--- config.mk ---
export PLATFORM = sky130hd
export DESIGN_NAME = uart_tx_arbiter
export DESIGN_NICKNAME = d
export VERILOG_FILES = /design/src/rtl/uart_tx_arbiter.sv
export SDC_FILE = /design/constraint.sdc
export NUM_CORES = 1
export LEC_CHECK = 0
export CORE_MARGIN = 2
export CORE_UTILIZATION = 45
export DETAILED_ROUTE_END_ITERATION = 7
export PLACE_DENSITY_LB_ADDON = 0.05
export SLEW_MARGIN = 40
export SYNTH_ARGS = -nofsm -noshare
export SYNTH_HDL_FRONTEND = slang
export SYNTH_SLANG_ARGS = --single-unit
--- constraint.sdc ---
create_clock -name clk -period 2.8 [get_ports clk]
set_clock_uncertainty 0.1 [all_clocks]
set_input_delay 0.56 -clock clk [delete_from_list [all_inputs] [get_ports clk]]
set_output_delay 0.56 -clock clk [all_outputs]
set_load 0.01 [all_outputs]
--- src/rtl/uart_tx_arbiter.sv ---
// uart_tx_arbiter
//   Lets NUM_REQ byte producers share one uart_tx transmitter. Requesters are
//   granted round-robin. The granted byte is latched and presented on tx_data
//   for the whole frame. The tx_enable/tx_done handshake is sequenced so that
//   each accepted byte is handed to the transmitter exactly once.
//
// Ports
//   clk        system clock
//   rst        asynchronous, active-low reset
//   req_valid  [NUM_REQ]   requester i has a byte pending
//   req_data   [8*NUM_REQ] byte of requester i on bits [8i+7:8i]
//   req_ready  [NUM_REQ]   one-cycle accept pulse to the granted requester
//   tx_data    [8]         byte to uart_tx, stable while busy
//   tx_enable              send request to uart_tx
//   tx_done                uart_tx idle flag (high = idle)
//   busy                   high from accept until the frame has completed
//   grant_idx  [IDX_W]     current / last granted requester
//   bytes_sent [CNT_W]     completed frames, wraps
module uart_tx_arbiter #(
  parameter int NUM_REQ = 3,
  parameter int IDX_W   = 2,
  parameter int CNT_W   = 16
) (
  input  logic                 clk,
  input  logic                 rst,
  input  logic [NUM_REQ-1:0]   req_valid,
  input  logic [8*NUM_REQ-1:0] req_data,
  output logic [NUM_REQ-1:0]   req_ready,
  output logic [7:0]           tx_data,
  output logic                 tx_enable,
  input  logic                 tx_done,
  output logic                 busy,
  output logic [IDX_W-1:0]     grant_idx,
  output logic [CNT_W-1:0]     bytes_sent
);

  typedef enum logic [1:0] {
    ST_IDLE,
    ST_START,
    ST_FINISH
  } state_t;

  localparam logic [IDX_W:0] NUM_W = (IDX_W+1)'(NUM_REQ);

  state_t               state_reg;
  logic [NUM_REQ-1:0]   req_ready_reg;
  logic [7:0]           tx_data_reg;
  logic                 tx_enable_reg;
  logic                 busy_reg;
  logic [IDX_W-1:0]     grant_idx_reg;
  logic [CNT_W-1:0]     bytes_sent_reg;

  // Candidate k is the requester k+1 places after the last grant, wrapped
  // modulo NUM_REQ. Candidate 0 therefore has the highest priority.
  logic [IDX_W-1:0]     cand_idx [NUM_REQ];
  logic [NUM_REQ-1:0]   cand_hit;

  genvar gi;
  generate
    for (gi = 0; gi < NUM_REQ; gi++) begin : g_cand
      localparam logic [IDX_W:0] OFS_W = (IDX_W+1)'(gi + 1);
      logic [IDX_W:0] sum;
      // One extra bit: grant_idx + offset never reaches 2*NUM_REQ.
      assign sum          = {1'b0, grant_idx_reg} + OFS_W;
      assign cand_idx[gi] = (sum >= NUM_W) ? IDX_W'(sum - NUM_W) : sum[IDX_W-1:0];
      assign cand_hit[gi] = req_valid[cand_idx[gi]];
    end
  endgenerate

  logic [IDX_W-1:0] sel_idx;
  logic             sel_found;
  logic [7:0]       sel_data;

  // Scanning downward lets the nearest candidate overwrite the farther ones.
  always_comb begin
    sel_idx   = grant_idx_reg;
    sel_found = 1'b0;
    for (int k = NUM_REQ - 1; k >= 0; k--) begin
      if (cand_hit[k]) begin
        sel_idx   = cand_idx[k];
        sel_found = 1'b1;
      end
    end
  end

  assign sel_data = req_data[{sel_idx, 3'b000} +: 8];

  always_ff @(posedge clk or negedge rst) begin
    if (!rst) begin
      state_reg      <= ST_IDLE;
      req_ready_reg  <= '0;
      tx_data_reg    <= 8'h00;
      tx_enable_reg  <= 1'b0;
      busy_reg       <= 1'b0;
      grant_idx_reg  <= IDX_W'(NUM_REQ - 1);
      bytes_sent_reg <= '0;
    end else begin
      req_ready_reg <= '0;
      case (state_reg)
        ST_IDLE: begin
          // While tx_done is low, the transmitter is still draining a frame.
          // This can happen, for example, after a reset that arrived mid-frame.
          if (tx_done && sel_found) begin
            grant_idx_reg <= sel_idx;
            tx_data_reg   <= sel_data;
            req_ready_reg <= {{(NUM_REQ-1){1'b0}}, 1'b1} << sel_idx;
            busy_reg      <= 1'b1;
            tx_enable_reg <= 1'b1;
            state_reg     <= ST_START;
          end
        end
        ST_START: begin
          // tx_done falling means the transmitter has taken the byte.
          if (!tx_done) begin
            tx_enable_reg <= 1'b0;
            state_reg     <= ST_FINISH;
          end
        end
        ST_FINISH: begin
          if (tx_done) begin
            busy_reg       <= 1'b0;
            bytes_sent_reg <= bytes_sent_reg + 1'b1;
            state_reg      <= ST_IDLE;
          end
        end
        default: state_reg <= ST_IDLE;
      endcase
    end
  end

  assign req_ready  = req_ready_reg;
  assign tx_data    = tx_data_reg;
  assign tx_enable  = tx_enable_reg;
  assign busy       = busy_reg;
  assign grant_idx  = grant_idx_reg;
  assign bytes_sent = bytes_sent_reg;

endmodule

==> impl_metrics.yaml, run 1 <==
die:
  fp.dieArea_um2: 4640
  rows: 23
  die_w_um: 68.1
  io_pins: 61
  die_y_um: 68.1
  start_util_pct: 46.5
  core_area_um2: 3970
layout:
  finalNetCount: 287
  layout_common_cells: "clkdlybuf4s50_1 (60), dfrtp_1 (32), nand2_1 (25)"
  drive_gt1_share_pct: 7.91
  largest_reg_flops: 16
  fin_util_pct: 65.5
  seqCellArea_um2: 827
  n_antenna_cell: 0
  multi_input_area_um2: 907
  syn_to_final_growth_pct: 40.8
  layout_commonest_cell: "clkdlybuf4s50_1"
  fillers: 325
cts:
  cts_sinks: 33
  clk_latency_ns: 0.28
  cts_buffer_depth: 2
  numCtsBuffers: 5
  htree_levels: 2
  cts_hold_buf: 0
  cts_tree: "built"
  path_clk_slew_ns: 0.06
  root_buffer: "clkbuf_8"
critical_path:
  cp.required_ns: 2.86
  criticalPathCategory: "flip-flop to flip-flop"
  cp-start-kind: "flip-flop"
  cp_max_fo: 13
  critPathMaxStageDelay_ns: 0.58
  path_buf_inv: 2
  critical_path.cell_chain: "inv_1 > ha_1 > inv_1 > a21o_1 > a32o_2 > a221oi_1 > o31ai_1"
  end_kind: "flip-flop"
  crit_path_top_delay_cell: "dfstp_2"
  crit_top_cell: "inv_1"
  path_delay_family: "compound AO/OA/AOI/OAI gates"
  crit_arrival_ns: 2.63
route:
  initialDrtViolationCount: 92
  viasPerCell: 5.55
  drt_pass1_iterations: 4
  post-route-drc-count: 0
  routed_wirelength_um: 4440
  wl_per_cell_um: 14.6
  postRouteAntennaNets: 0
  vias: 1683
global_routing:
  grt_usage_pct: 20.8
  grt_max_degree: 34
  grt_pass1_wl_um: 7310
  grt_pass1_vias: 1693
  overflow: 0
  antenna_found_initial: 0
logic_synthesis:
  ys_top_cells_by_area: "dfrtp_1 (43%), a211oi_1 (6.5%), xnor2_1 (5.2%), nand2_1 (5.1%), a221oi_1 (3.3%)"
  synth_top_area_share_pct: 43.3
  ys_ff_latch: 33
  netlist_instances: 189
  synth_edf_count: 0
  yosysWarnings: 0
  yosys.area.top_type: "dfrtp_1"
  yosysSeqAreaShare_pct: 44.8
  synth_area_um2: 1850
  synth_flop_cell: "dfrtp_1"
  yosysUniqueCellTypes: 44
  syn_area_per_cell_um2: 9.78
  synthArstFlopShare_pct: 100
  syn_nets: 223
run:
  drv_cap: 0
sta:
  slew_headroom_pct: 57.3
  grt_setup_unrepaired: "false"
  slew_violations: 0
  final-setup-viol-count: 0
  hold_viol: 0
  fin_setup_tns_ns: 0
  fin_crit_sh_pct: 91.9
  fmax_mhz: 389
  fin_crit_ns: 2.57
  worstMarginPinSlew_ns: 0.640
placed_design:
  io_buffers: 60
  dp_hpwl_um: 3380
  place_congestion: 0.868
power_and_ir_drop:
  irDropWorstVdd_v: 0.000695
  powerDensity_nw_per_um2: 944
  p_leak_nw: 1.11
worst_hold_path:
  hp-class: "flip-flop to flip-flop"
status:
  run_status: "finished clean"
kinds of logic (layout without fill, tap and decap cells):
family	Yosys count	after routing	share of synthesized area (%)
AO/OA/AOI/OAI	54	54	22.2
AND/OR/NAND/NOR	56	56	15.0
flip-flops	33	33	44.8
XOR/XNOR	15	15	7.11
multiplexers	3	3	1.90
adder cells (fa/ha/maj)	4	4	2.71
buffers and inverters	24	88	6.30
synthesized netlist by cell type (4+ instances only):
cell	n
o31ai_1	8
xnor2_1	11
a21o_1	4
a221oi_1	7
nand3_1	5
inv_1	14
a211oi_1	16
o21ai_0	5
dfrtp_1	32
nand2_1	25
nor2_1	6
xor2_1	4
ha_1	4
nand2b_1	5
clkbuf_1	4
through the flow:
step,setup WS (ns),power [mW],std cells,hold WS (ns),cell area (um^2)
6_report,0.226,2.46,303,0.382,2600
5_1_grt,0.0308,2.64,303,0.402,2600
2_1_floorplan,0.385,1.61,189,0.164,1850
3_3_place_gp,0.165,2.04,296,0.360,2510
3_5_place_dp,0.0581,2.10,296,0.376,2510
4_1_cts,0.0583,2.46,303,0.390,2600
repair_timing:
| action | CTS | global route |
|---|---|---|
| setup endpoints to repair | 0 | 12 |
| buffers inserted | 0 | 0 |
| resized for setup | 0 | 2 |
| hold endpoints to repair | 0 | 0 |
layout make-up:
type / instances / share of cell area [%]
clock buffers: 7 / 3.32
inverters: 14 / 2.02
multi-input cells: 132 / 34.9
flip-flops and latches: 33 / 31.8
well taps: 50 / 2.41
repair buffers: 67 / 25.6
path summary, 6_finish.rpt:
kind | startpoint | endpoint | slack [ns] | depth (start not counted)
max | grant_idx[1]$_DFFE_PN1P_ | tx_data[6]$_DFFE_PN0P_ | 0.23 | 7
min | bytes_sent[15]$_DFFE_PN0P_ | bytes_sent[15]$_DFFE_PN0P_ | 0.38 | 1
max reg2reg | grant_idx[1]$_DFFE_PN1P_ | tx_data[6]$_DFFE_PN0P_ | 0.23 | 7
min reg2reg | bytes_sent[15]$_DFFE_PN0P_ | bytes_sent[15]$_DFFE_PN0P_ | 0.38 | 1
max in group asynchronous | rst | grant_idx[1]$_DFFE_PN1P_ | 1.70 | 2
min in group asynchronous | rst | bytes_sent[3]$_DFFE_PN0P_ | 0.57 | 2
where the power goes:
group          switching (mW)  internal (mW)  leakage (nW)
clock                   0.162          0.195        0.0443
combinational           0.728          0.660         0.648
sequential             0.0967          0.613         0.423
total                   0.987           1.47          1.11
routing by layer:
metal / global-route usage (%) / part of all wire, %
met5: 0 / 0
met4: 8.50 / 1.6
met3: 4.28 / 5.0
met2: 35.3 / 50
met1: 25.7 / 43
(Power assumes the default switching activity.)
==> run 2, diff against run 1 <==
--- a/config.mk
+++ b/config.mk
@@ -8,6 +8,7 @@
 export CORE_MARGIN = 2
 export CORE_UTILIZATION = 45
 export DETAILED_ROUTE_END_ITERATION = 7
+export GPL_TIMING_DRIVEN = 1
 export PLACE_DENSITY_LB_ADDON = 0.05
 export SLEW_MARGIN = 40
 export SYNTH_ARGS = -nofsm -noshare
==> results of run 2 <==
Same layout as run 1: the final DEF is identical, and so are final timing and power.
==> run 3, diff against run 2 <==
--- a/config.mk
+++ b/config.mk
@@ -5,6 +5,7 @@
 export SDC_FILE = /design/constraint.sdc
 export NUM_CORES = 1
 export LEC_CHECK = 0
+export CAP_MARGIN = 40
 export CORE_MARGIN = 2
 export CORE_UTILIZATION = 45
 export DETAILED_ROUTE_END_ITERATION = 7
==> constraint.sdc (replaced) <==
create_clock -name clk -period 2.89 [get_ports clk]
set_clock_uncertainty 0.1 [all_clocks]
set_input_delay 0.578 -clock clk [delete_from_list [all_inputs] [get_ports clk]]
set_output_delay 0.578 -clock clk [all_outputs]
set_load 0.01 [all_outputs]
==> run 3 against run 2 <==
Compared with the run above:
- register-to-register slack better by 0.04 ns
- design area is 0.38% lower
- via count is 3.3% lower
- largest cell class unchanged
- highest routed layer unchanged
==> impl_metrics.yaml, run 3 (synthesized netlist as in run 1, its figures left out) <==
layout:
  seqCellArea_um2: 827
  largest_reg_flops: 16
  syn_to_final_growth_pct: 40.2
  n_antenna_cell: 0
  fin_area_um2: 2590
  fillers: 322
  multi_input_area_um2: 906
  layout_common_cells: "clkdlybuf4s50_1 (60), dfrtp_1 (32), nand2_1 (25)"
  layout_commonest_cell: "clkdlybuf4s50_1"
  finalNetCount: 287
  drive_gt1_share_pct: 7.48
sta:
  hold_viol: 0
  fin_crit_sh_pct: 91.0
  slew_violations: 0
  fmax_mhz: 380
  slew_headroom_pct: 58.1
  fin_setup_tns_ns: 0
  fin_crit_ns: 2.63
  worstMarginPinSlew_ns: 0.628
  grt_setup_unrepaired: "false"
  final-setup-viol-count: 0
die:
  fp.dieArea_um2: 4640
  start_util_pct: 46.5
  rows: 23
  core_area_um2: 3970
  die_w_um: 68.1
  die_y_um: 68.1
  io_pins: 61
placed_design:
  place_area_um2: 2500
  io_buffers: 60
  place_congestion: 0.872
  dp_hpwl_um: 3300
worst_hold_path:
  min_path_cells: 2
  hp-class: "flip-flop to flip-flop"
  hp-start: "tx_data[1]$_DFFE_PN0P_"
  min_to: "tx_data[1]$_DFFE_PN0P_"
critical_path:
  cp-start-kind: "flip-flop"
  reg2regPathDepth: 7
  r2r_end: "tx_data[0]$_DFFE_PN0P_"
  criticalPathCategory: "flip-flop to flip-flop"
  crit_arrival_ns: 2.68
  rrSetupSlack_ns: 0.26
  end_kind: "flip-flop"
  r2r_start: "grant_idx[1]$_DFFE_PN1P_"
  cp_max_fo: 13
  cp.required_ns: 2.94
power_and_ir_drop:
  irDropWorstVdd_v: 0.000527
  powerDensity_nw_per_um2: 905
  p_leak_nw: 1.11
global_routing:
  grt_pass1_vias: 1513
  antenna_found_initial: 0
  grt_max_degree: 34
  use_met1_pct: 24.3
  grt_usage_pct: 19.7
  overflow: 0
  met2_usage_pct: 33.4
  use_met3_pct: 4.28
  grt.busiest_layer: "met2"
  grt_pass1_wl_um: 6850
route:
  drt_pass1_iterations: 4
  postRouteAntennaNets: 0
  routed_wirelength_um: 4260
  viasPerCell: 5.36
  wl_per_cell_um: 14.0
  vias: 1628
  initialDrtViolationCount: 83
  post-route-drc-count: 0
cts:
  numCtsBuffers: 5
  cts_buffer_depth: 2
  htree_levels: 2
  root_buffer: "clkbuf_8"
  cts_tree: "built"
  cts_sinks: 33
  path_clk_slew_ns: 0.06
  clk_latency_ns: 0.28
status:
  run_status: "finished clean"
run:
  drv_cap: 0
==> run 3: per-stage QoR <==
step	hold WS, ns	instances	worst slack, ns	util [%]	power (mW)
3_3_place_gp	0.360	296	0.235	62.9	1.96
3_5_place_dp	0.371	296	0.0910	62.9	2.01
5_1_grt	0.401	304	0.0626	65.2	2.53
2_1_floorplan	0.182	189	0.475	-	1.56
4_1_cts	0.385	304	0.104	65.2	2.36
6_report	0.380	304	0.261	65.2	2.35
==> run 3: layout make-up <==
type	count	share of cell area (%)
repair buffers	67	25.2
well taps	50	2.41
multi-input cells	132	35.0
clock buffers	8	3.48
flip-flops and latches	33	31.9
inverters	14	2.03
==> run 3: worst max-delay path, cell delays in order (launching register included) <==
cell and delay [ns]:
dfstp_2 0.58, inv_1 0.07, ha_1 0.49, mux2i_1 0.23, o21ai_0 0.12, a32o_1 0.42
a221oi_1 0.36, o31ai_1 0.13
==> run 3: worst max-delay path by stage <==
stage,slack [ns],cells past startpoint,to,start
4_1_cts,0.10,7,tx_data[0]$_DFFE_PN0P_,grant_idx[1]$_DFFE_PN1P_
3_3_place_gp,0.23,7,grant_idx[0]$_DFFE_PN0P_,req_valid[2]
6_report,0.26,7,tx_data[0]$_DFFE_PN0P_,grant_idx[1]$_DFFE_PN1P_
3_5_place_dp,0.09,6,tx_data[0]$_DFFE_PN0P_,req_valid[2]
5_1_grt,0.06,7,tx_data[0]$_DFFE_PN0P_,grant_idx[1]$_DFFE_PN1P_
2_1_floorplan,0.48,10,tx_data[3]$_DFFE_PN0P_,grant_idx[1]$_DFFE_PN1P_
==> run 3: routing by layer <==
metal / vias to the layer above / wire length [um]
met5: - / 0
met1: 763 / 1870
met2: 49 / 2130
li1: 809 / -
met3: 7 / 192
met4: 0 / 68
==> run 3: power by group <==
group          internal, mW  switching, mW  leakage (nW)
Sequential            0.594         0.0915         0.423
Combinational         0.615          0.698         0.639
Clock                 0.194          0.153        0.0455
==> run 3: repair_timing <==
action / in CTS / in global routing
gates resized for setup: 0 / 1
buffers inserted: 0 / 0
hold buffers: 0 / 0
endpoints found under the setup margin: 0 / 10
